File: src/rtl/rr_arb_mux.sv
// Registered N:1 round-robin arbitrating multiplexer with valid/ready on every channel.
// Define RR_ARB_MUX_LOCK_EN to hold a grant across a multi-beat packet (terminated by in_last).
module rr_arb_mux #(
  parameter int unsigned N  = 4,
  parameter int unsigned W  = 32,
  parameter int unsigned SW = (N > 1) ? $clog2(N) : 1
) (
  input  logic           clk,
  input  logic           reset_n,
  input  logic [N-1:0]   in_valid,
  input  logic [N-1:0]   in_last,
  input  logic [N*W-1:0] in_data,
  output logic [N-1:0]   in_ready,
  output logic           out_valid,
  input  logic           out_ready,
  output logic [W-1:0]   out_data,
  output logic [SW-1:0]  out_sel,
  output logic           out_last
);

  logic [SW-1:0] ptr_q;
  logic          out_valid_q;
  logic [W-1:0]  out_data_q;
  logic [SW-1:0] out_sel_q;

  logic [SW-1:0] gnt_idx;
  logic [SW-1:0] ptr_inc;
  logic          gnt_any;
  logic          load;
  logic          accept;
  logic          advance;
  int unsigned   idx;

`ifdef RR_ARB_MUX_LOCK_EN
  logic          locked_q;
  logic [SW-1:0] lock_ch_q;
  logic          out_last_q;
`endif

  // Scan ptr, ptr+1, ... wrapping modulo N so non-power-of-2 N never selects a ghost channel.
  always_comb begin
    gnt_any = 1'b0;
    gnt_idx = '0;
    idx     = 0;
    for (int unsigned k = 0; k < N; k++) begin
      idx = (32'(ptr_q) + k) % N;
      if (!gnt_any && in_valid[idx]) begin
        gnt_any = 1'b1;
        gnt_idx = SW'(idx);
      end
    end
`ifdef RR_ARB_MUX_LOCK_EN
    if (locked_q) begin
      gnt_any = in_valid[lock_ch_q];
      gnt_idx = lock_ch_q;
    end
`endif
  end

  assign ptr_inc = SW'((32'(gnt_idx) + 1) % N);
  assign load    = !out_valid_q || out_ready;
  assign accept  = gnt_any && load;

`ifdef RR_ARB_MUX_LOCK_EN
  assign advance = in_last[gnt_idx];
`else
  assign advance = 1'b1;
  logic unused_last;
  assign unused_last = ^in_last;
`endif

  always_comb begin
    in_ready = '0;
    if (accept && reset_n) in_ready[gnt_idx] = 1'b1;
  end

  always_ff @(posedge clk or negedge reset_n) begin
    if (!reset_n) begin
      ptr_q       <= '0;
      out_valid_q <= 1'b0;
      out_data_q  <= '0;
      out_sel_q   <= '0;
    end else if (accept) begin
      out_valid_q <= 1'b1;
      out_data_q  <= in_data[32'(gnt_idx)*W +: W];
      out_sel_q   <= gnt_idx;
      if (advance) ptr_q <= ptr_inc;
    end else if (out_ready) begin
      out_valid_q <= 1'b0;
    end
  end

`ifdef RR_ARB_MUX_LOCK_EN
  always_ff @(posedge clk or negedge reset_n) begin
    if (!reset_n) begin
      locked_q   <= 1'b0;
      lock_ch_q  <= '0;
      out_last_q <= 1'b0;
    end else if (accept) begin
      locked_q   <= !in_last[gnt_idx];
      lock_ch_q  <= gnt_idx;
      out_last_q <= in_last[gnt_idx];
    end
  end
  assign out_last = out_last_q;
`else
  assign out_last = 1'b0;
`endif

  assign out_valid = out_valid_q;
  assign out_data  = out_data_q;
  assign out_sel   = out_sel_q;

endmodule

File: config.mk
export PLATFORM = sky130hd
export DESIGN_NAME = rr_arb_mux
export DESIGN_NICKNAME = d
export VERILOG_FILES = /design/src/rtl/rr_arb_mux.sv
export SDC_FILE = /design/constraint.sdc
export NUM_CORES = 1
export LEC_CHECK = 0
export CAP_MARGIN = 0
export CORE_ASPECT_RATIO = 0.7
export CORE_MARGIN = 1.5
export CORE_UTILIZATION = 39
export DETAILED_ROUTE_END_ITERATION = 8
export PLACE_DENSITY = 0.85
export SYNTH_ARGS = -nofsm -noshare
export SYNTH_HDL_FRONTEND = slang
export SYNTH_SLANG_ARGS = --single-unit
File: constraint.sdc
create_clock -name clk -period 3.3 [get_ports clk]
set_clock_uncertainty 0.2 [all_clocks]
set_input_delay 0.495 -clock clk [delete_from_list [all_inputs] [get_ports clk]]
set_output_delay 0.495 -clock clk [all_outputs]
set_load 0.1 [all_outputs]
==> impl.org <==
** Run status
- The run finished with clean final reports.

** Route
- In this run, the number of DRC markers left after iteration 0 of detailed routing was 136.
- Number of antenna-violating nets in the routed design :: 0
- Total vias in the final route :: 3,237
- First drt pass iteration count :: 4
- The routed design has 10,300 um of wire.
- Number of vias per cell after detailed routing :: 5.69
- Post-detailed-route DRC marker count :: 0
- Wire length per cell :: 18.1 um

** Timing
- The final max-slew violation count is 0.
- Min cycle time layout :: 2.87 ns
- Period utilization :: 86.9%
- Fin worst setup slack :: 0.431 ns
- Number of failing hold endpoints at the final stage :: 0
- Aggregate negative setup slack :: 0 ns
- Final setup vio count :: 0
- For this run, the top clock speed supported by timing is 349 MHz.
- Setup repair after global routing left no endpoint under its margin.

** Worst hold path
- The path with the worst hold slack has its endpoint at out_sel[0].
- The startpoint identified for the worst hold timing path is out_sel[0].
- The path class of the tightest hold or removal check is register to register.
- Counting instances, the worst hold path has a depth of 1.

** CTS
- Clock-pin slew was measured on the worst setup and hold paths at 0.07 ns.
- Clock tree from TritonCTS :: yes
- Clock latency on the worst-skew pair :: 0.28 ns
- Number of levels in the clock H-tree :: 2
- Counting along the longest clock path gives a buffer depth of 2.
- In this run the clock root is driven by a clkbuf_8.
- Counting the buffers created by CTS gives 5.
- For this design, the sink count on the clock tree is 37.
- Gates resized during post-CTS repair numbered 0.

** Power
- In this run, the clock network consumes 12.5% of the power.
- Maximum vdd ir drop :: 0.000234 V
- Switching pwr :: 1380 uW
- Fraction of power spent switching nets :: 53.6%
- Register share of total power :: 24.4%
- Overall power after layout :: 2570 uW
- The internal power of the cells totals 1190 uW.
- For this design the ratio of total power to cell area is 569 nW/um^2.
- In this run the static leakage power is 0.00182 uW.
- Part of the power in combinational logic :: 63.2%

** Floorplanning
- From left edge to right edge, the die measures 102 um.
- The floorplan has 25 rows.
- Starting utilization of the core area :: 40.0%
- Core area :: 6730 um^2
- Number of I/O pins :: 179
- Chip Height :: 72.5 um
- The die covers 7420 um^2.

** Setup path
- The worst setup path is captured at an output port.
- STA puts the critical path data required time at 2.60 ns.
- R2R Path End :: out_data[5]
- Number of cell instances on the worst register-to-register path :: 5
- The critical path in this run is classified as input pin to output port.
- Launch point of the worst reg-to-reg path :: ptr_q[1]
- Setup slack, reg-to-reg :: 1.21 ns
- At the worst endpoint, the arrival time is 2.17 ns.
- Worst-path maximum fanout :: 9
- Worst setup SP type :: input pin

** Global route
- Tot GR Track Use :: 27.5%
- The via count of the first global-routing pass was 3,291.
- Met2 track utilization from global routing :: 48.6%
- Most used routing layer :: met2
- Met3 Track Usage GR :: 6.94%
- The number of antenna violations at the first check in global routing came to 0.
- Total gr overflow :: 0
- Wire length of the first global-routing pass :: 15,700 um
- Largest net degree at the start of global routing :: 34
- In the global route stage, met1 resource usage came out at 33.4%.

** Synthesis
- Biggest area contributors in the synthesized netlist :: dfrtp_1 (34%), a31oi_1 (15%), a22oi_2 (9.3%)
- Yosys mapped a number of flops with a built-in enable equal to 0.
- Number of instances in the synthesized netlist :: 315
- Among all flip-flop cells after synthesis, the most frequent one is dfrtp_1.
- Of all cell types, the one taking the most synthesized area is dfrtp_1.
- Among all cell types in the netlist, the one instantiated most often is a31oi_1.
- Top-area cell type share of the netlist area :: 34.4%
- Library cells used by synthesis :: 31
- FF+latch count, synth :: 37
- After synthesis, the share of flip-flops with an asynchronous set or reset is 100%.
- Per-instance average area after synthesis :: 8.55 um^2
- By count the netlist is led by a31oi_1 (64), nor2_1 (39), dfrtp_1 (37).
- During synthesis, Yosys emitted a total of 0 warnings.
- Post-synthesis net count :: 454
- The cell area that synthesis handed to floorplanning was 2690 um^2.
- Of the synthesized area, sequential elements account for 34.4%.

** Place
- Total placed cells including tap cells :: 561
- Once detailed placement completed, the half-perimeter wirelength came to 7230 um.
- In this run the tool buffered the top-level ports with 173 buffer cells.
- Worst slack after detailed placement :: 0.448 ns
- Routability-driven placement finished with a final weighted congestion of 0.797.

** Finish
- Cells fill 67.2% of the core in the end.
- Of the cells placed in the final design, the portion with a size suffix greater than 1 is 19.4%.
- Compared with the post-synthesis result, the final layout area differs by 67.9%.
- Excluding fillers, the count of instances in the completed layout stands at 569.
- Nets :: 614
- Number of antenna cells inserted :: 0

** Flow run
- Max-cap violations :: 0
how the worst max path moves through the flow:
stage | from | endpoint | cells after the start
2_1_floorplan | out_valid | in_ready[0] | 3
3_3_place_gp | in_valid[2] | in_ready[3] | 6
3_5_place_dp | in_valid[2] | in_ready[0] | 6
4_1_cts | in_valid[2] | in_ready[3] | 6
5_1_grt | in_valid[2] | in_ready[3] | 6
6_report | in_valid[2] | in_ready[3] | 6
per-layer routing:
metal  vias to the layer above  wire length, um
met3                         8              888
met1                      1555             4240
li1                       1514                -
met5                         -                0
met2                       160             5100
met4                         0               87
power groups by stage:
| stage | registers [uW] | logic, uW | clock network (uW) |
|---|---|---|---|
| finish | 628 | 1630 | 321 |
| global route | 640 | 1690 | 352 |
| CTS | 627 | 1620 | 333 |
| detailed placement | 635 | 1620 | 0 |
| global placement | 630 | 1610 | 0 |
| floorplan | 1330 | 473 | 0 |
cells by family after synthesis:
family,Yosys count,share of synthesized area [%]
DFF,37,34.4
other,1,0.139
buffers and inverters,39,9.01
and+or+nand+nor,93,17.6
AOI/OAI and AO/OA,145,38.8
placed cells by master, fill, tap and decap left out, types with 2 or more instances in the layout:
cell type / synthesis / routed
o21ai_0: 33 / 33
o21ai_1: 3 / 3
a22oi_1: 12 / 12
clkbuf_8: 0 / 6
a22oi_2: 20 / 20
a31oi_1: 64 / 64
nand2_1: 10 / 10
a21o_1: 3 / 3
clkdlybuf4s50_1: 0 / 133
nor2b_1: 2 / 2
nand2b_1: 3 / 3
buf_12: 0 / 5
nor2_1: 39 / 38
dfrtp_1: 37 / 37
and3_1: 33 / 33
a21oi_1: 4 / 4
buf_4: 7 / 51
area by class of cell:
type                    count  area [um^2]
flip-flops and latches     37          926
multi-input cells         239         1560
inverters                   1         3.75
well taps                  94          118
repair buffers            191         1830
fillers                   570         2200
clock buffers               7         86.3
flip-flops by register name (all words and copies together) (netlist names):
name / cells
out_data: 32
out_valid: 1
out_sel: 2
ptr_q: 2
critical path, cell delays in order:
cell and delay (ns):
clkdlybuf4s50_1 0.62, nor4_2 0.55, a21oi_4 0.09, nand2_1 0.15, nor2_1 0.10, buf_12 0.17
what timing repair did:
action	CTS	global route
hold endpoints to repair	11	0
hold buffers	1	0
setup endpoints to repair	0	0
setup buffers	0	0
per-stage QoR:
stage / hold WS [ns] / cell area (um^2)
after floorplan: -0.000591 / 2700
after global placement: 0.211 / 4430
after detailed placement: 0.225 / 4430
after CTS: 0.318 / 4520
after global routing: 0.333 / 4520
final: 0.317 / 4520
(Power assumes the default switching activity.)
==> RTL edit: new RTL, same settings <==
`W`: 32 -> 40.
--- a/src/rtl/rr_arb_mux.sv
+++ b/src/rtl/rr_arb_mux.sv
@@ -2,7 +2,7 @@
 // Define RR_ARB_MUX_LOCK_EN to hold a grant across a multi-beat packet (terminated by in_last).
 module rr_arb_mux #(
   parameter int unsigned N  = 4,
-  parameter int unsigned W  = 32,
+  parameter int unsigned W  = 40,
   parameter int unsigned SW = (N > 1) ? $clog2(N) : 1
 ) (
   input  logic           clk,
Interface: changed (resized in_data and out_data); port bits go from 179 to 219. No check against the original RTL was run, so the function may have changed too.
==> RTL edit against the original RTL <==
Routed wire length is 27% higher. Worst setup slack got worse by 0.040 ns. Register-to-register slack worse by 0.03 ns. Area after synthesis increased by 24%. Via count up 23%. Total power increased by 28%. Hold slack improved by 0.016 ns. Sequential cell count is 8 higher. Cell area grew 23%. Critical endpoint is now in_ready[2].
==> RTL edit: results (changes against the original RTL) <==
| Metric | Value |
|---|---|
| Yosys Warn Count | `0 (unchanged)` |
| Largest net degree at the start of global routing | `41 (+21%)` |
| Syn Nets | `553 (+22%)` |
| Vias in the first global route | `3,911 (+19%)` |
| Static leakage | `2.22 nW (+22%)` |
| Synth top area cells | `dfrtp_1 (34%), a22oi_2 (15%), o211ai_1 (9.2%)` |
| Placer Congestion | `0.810 (+1.7%)` |
| Share of cells above drive strength 1 | `0.205 (+0.0109)` |
| Crit Path Max Fanout | `11 (+2)` |
| R2R setup slack | `1.18 ns (-0.03 ns)` |
| Number of flip-flops in the largest register | `40 (+25%)` |
| Wire per inst | `19.4 microns (+7.1%)` |
| Root Buffer | `clkbuf_16` |
| Met1 Track Usage GR | `0.364 (+0.0303)` |
| Via count | `3,980 (+23%)` |
| GRT Resource Usage Total | `0.278 (+0.00247)` |
| First-pass GRT wire length | `20,000 microns (+27%)` |
| Synth cell count leaders | `nor2_1 (48), dfrtp_1 (45), a21oi_1 (44)` |
| Cell variety after synth | `33 (+6.5%)` |
| Status | `complete, no violations` |
| Grt met2 use | `0.455 (-0.0302)` |
| R2r endpoint | `out_data[20]` |
| Met3 Resource Use GR | `0.0619 (-0.00748)` |
| Initial DRC Count | `284 (+110%)` |
| Buffers added on ports | `213 (+23%)` |
| Seq/Total Area, Yosys | `0.336 (-0.00779)` |
| Worst Path Arrival | `2.21 ns (+0.04 ns)` |
-- RTL edit: changes by cell type after synthesis, sizes merged, moves of 2 or more --
cell,unedited run,this run
and3,33,41
o21a,0,2
o211ai,0,41
clkbuf,15,20
nor2,39,48
buf,23,27
dfrtp,37,45
a22oi,32,40
o21ai,36,5
a31oi,64,41
nand2,10,5
a21oi,5,46
-- RTL edit: metrics by stage --
step / hold WS, ns / power [mW] / setup WS [ns] / instance area, sq um / instances
after global routing: 0.339 / 3.43 / 0.283 / 5580 / 677
after CTS: 0.320 / 3.30 / 0.424 / 5580 / 677
after floorplan: -0.000591 / 2.21 / 0.0434 / 3350 / 382
after detailed placement: 0.193 / 2.80 / 0.428 / 5420 / 669
after global placement: 0.194 / 2.77 / 0.492 / 5420 / 669
final: 0.333 / 3.29 / 0.391 / 5580 / 677
-- RTL edit: cell type report --
| type | instances | area [sq um] |
|---|---|---|
| fillers | 666 | 2830 |
| inverters | 2 | 7.51 |
| well taps | 105 | 131 |
| flip-flops and latches | 45 | 1130 |
| repair buffers | 230 | 2200 |
| clock buffers | 7 | 143 |
| multi-input cells | 288 | 1970 |
-- RTL edit: worst max-delay path by stage --
| stage | from | depth (start not counted) | slack [ns] | endpoint |
|---|---|---|---|---|
| finish | in_valid[0] | 6 | 0.39 | in_ready[2] |
| global route | in_valid[0] | 6 | 0.28 | in_ready[2] |
| CTS | in_valid[3] | 6 | 0.42 | in_ready[2] |
| detailed placement | in_valid[3] | 6 | 0.43 | in_ready[2] |
| global placement | in_valid[3] | 6 | 0.49 | in_ready[2] |
| floorplan | out_valid | 3 | 0.04 | in_ready[1] |
-- RTL edit: layer usage --
layer  routed length, microns  share of wire
met5                        0              0
met4                      225          0.017
met3                     1080          0.082
met2                     6090           0.46
met1                     5750           0.44
-- RTL edit: power by group --
group / internal, mW / total (mW) / switching [mW] / leakage, nW
clock: 0.298 / 0.498 / 0.200 / 0.0700
combinational: 0.593 / 2.03 / 1.44 / 1.63
sequential: 0.676 / 0.760 / 0.0840 / 0.513
-- RTL edit: kinds of logic after synthesis --
logic type             count (synthesis)  share of synthesized area
AOI/OAI and AO/OA                    181                      0.417
buffers and inverters                 49                     0.0840
DFF                                   45                      0.336
muxes                                  1                    0.00299
other                                  1                    0.00112
and+or+nand+nor                      105                      0.159
-- RTL edit: what timing repair did --
item                                    4_1_cts  5_1_grt
hold endpoints to repair                      7        0
endpoints found under the setup margin        0        0
hold buffers                                  1        0
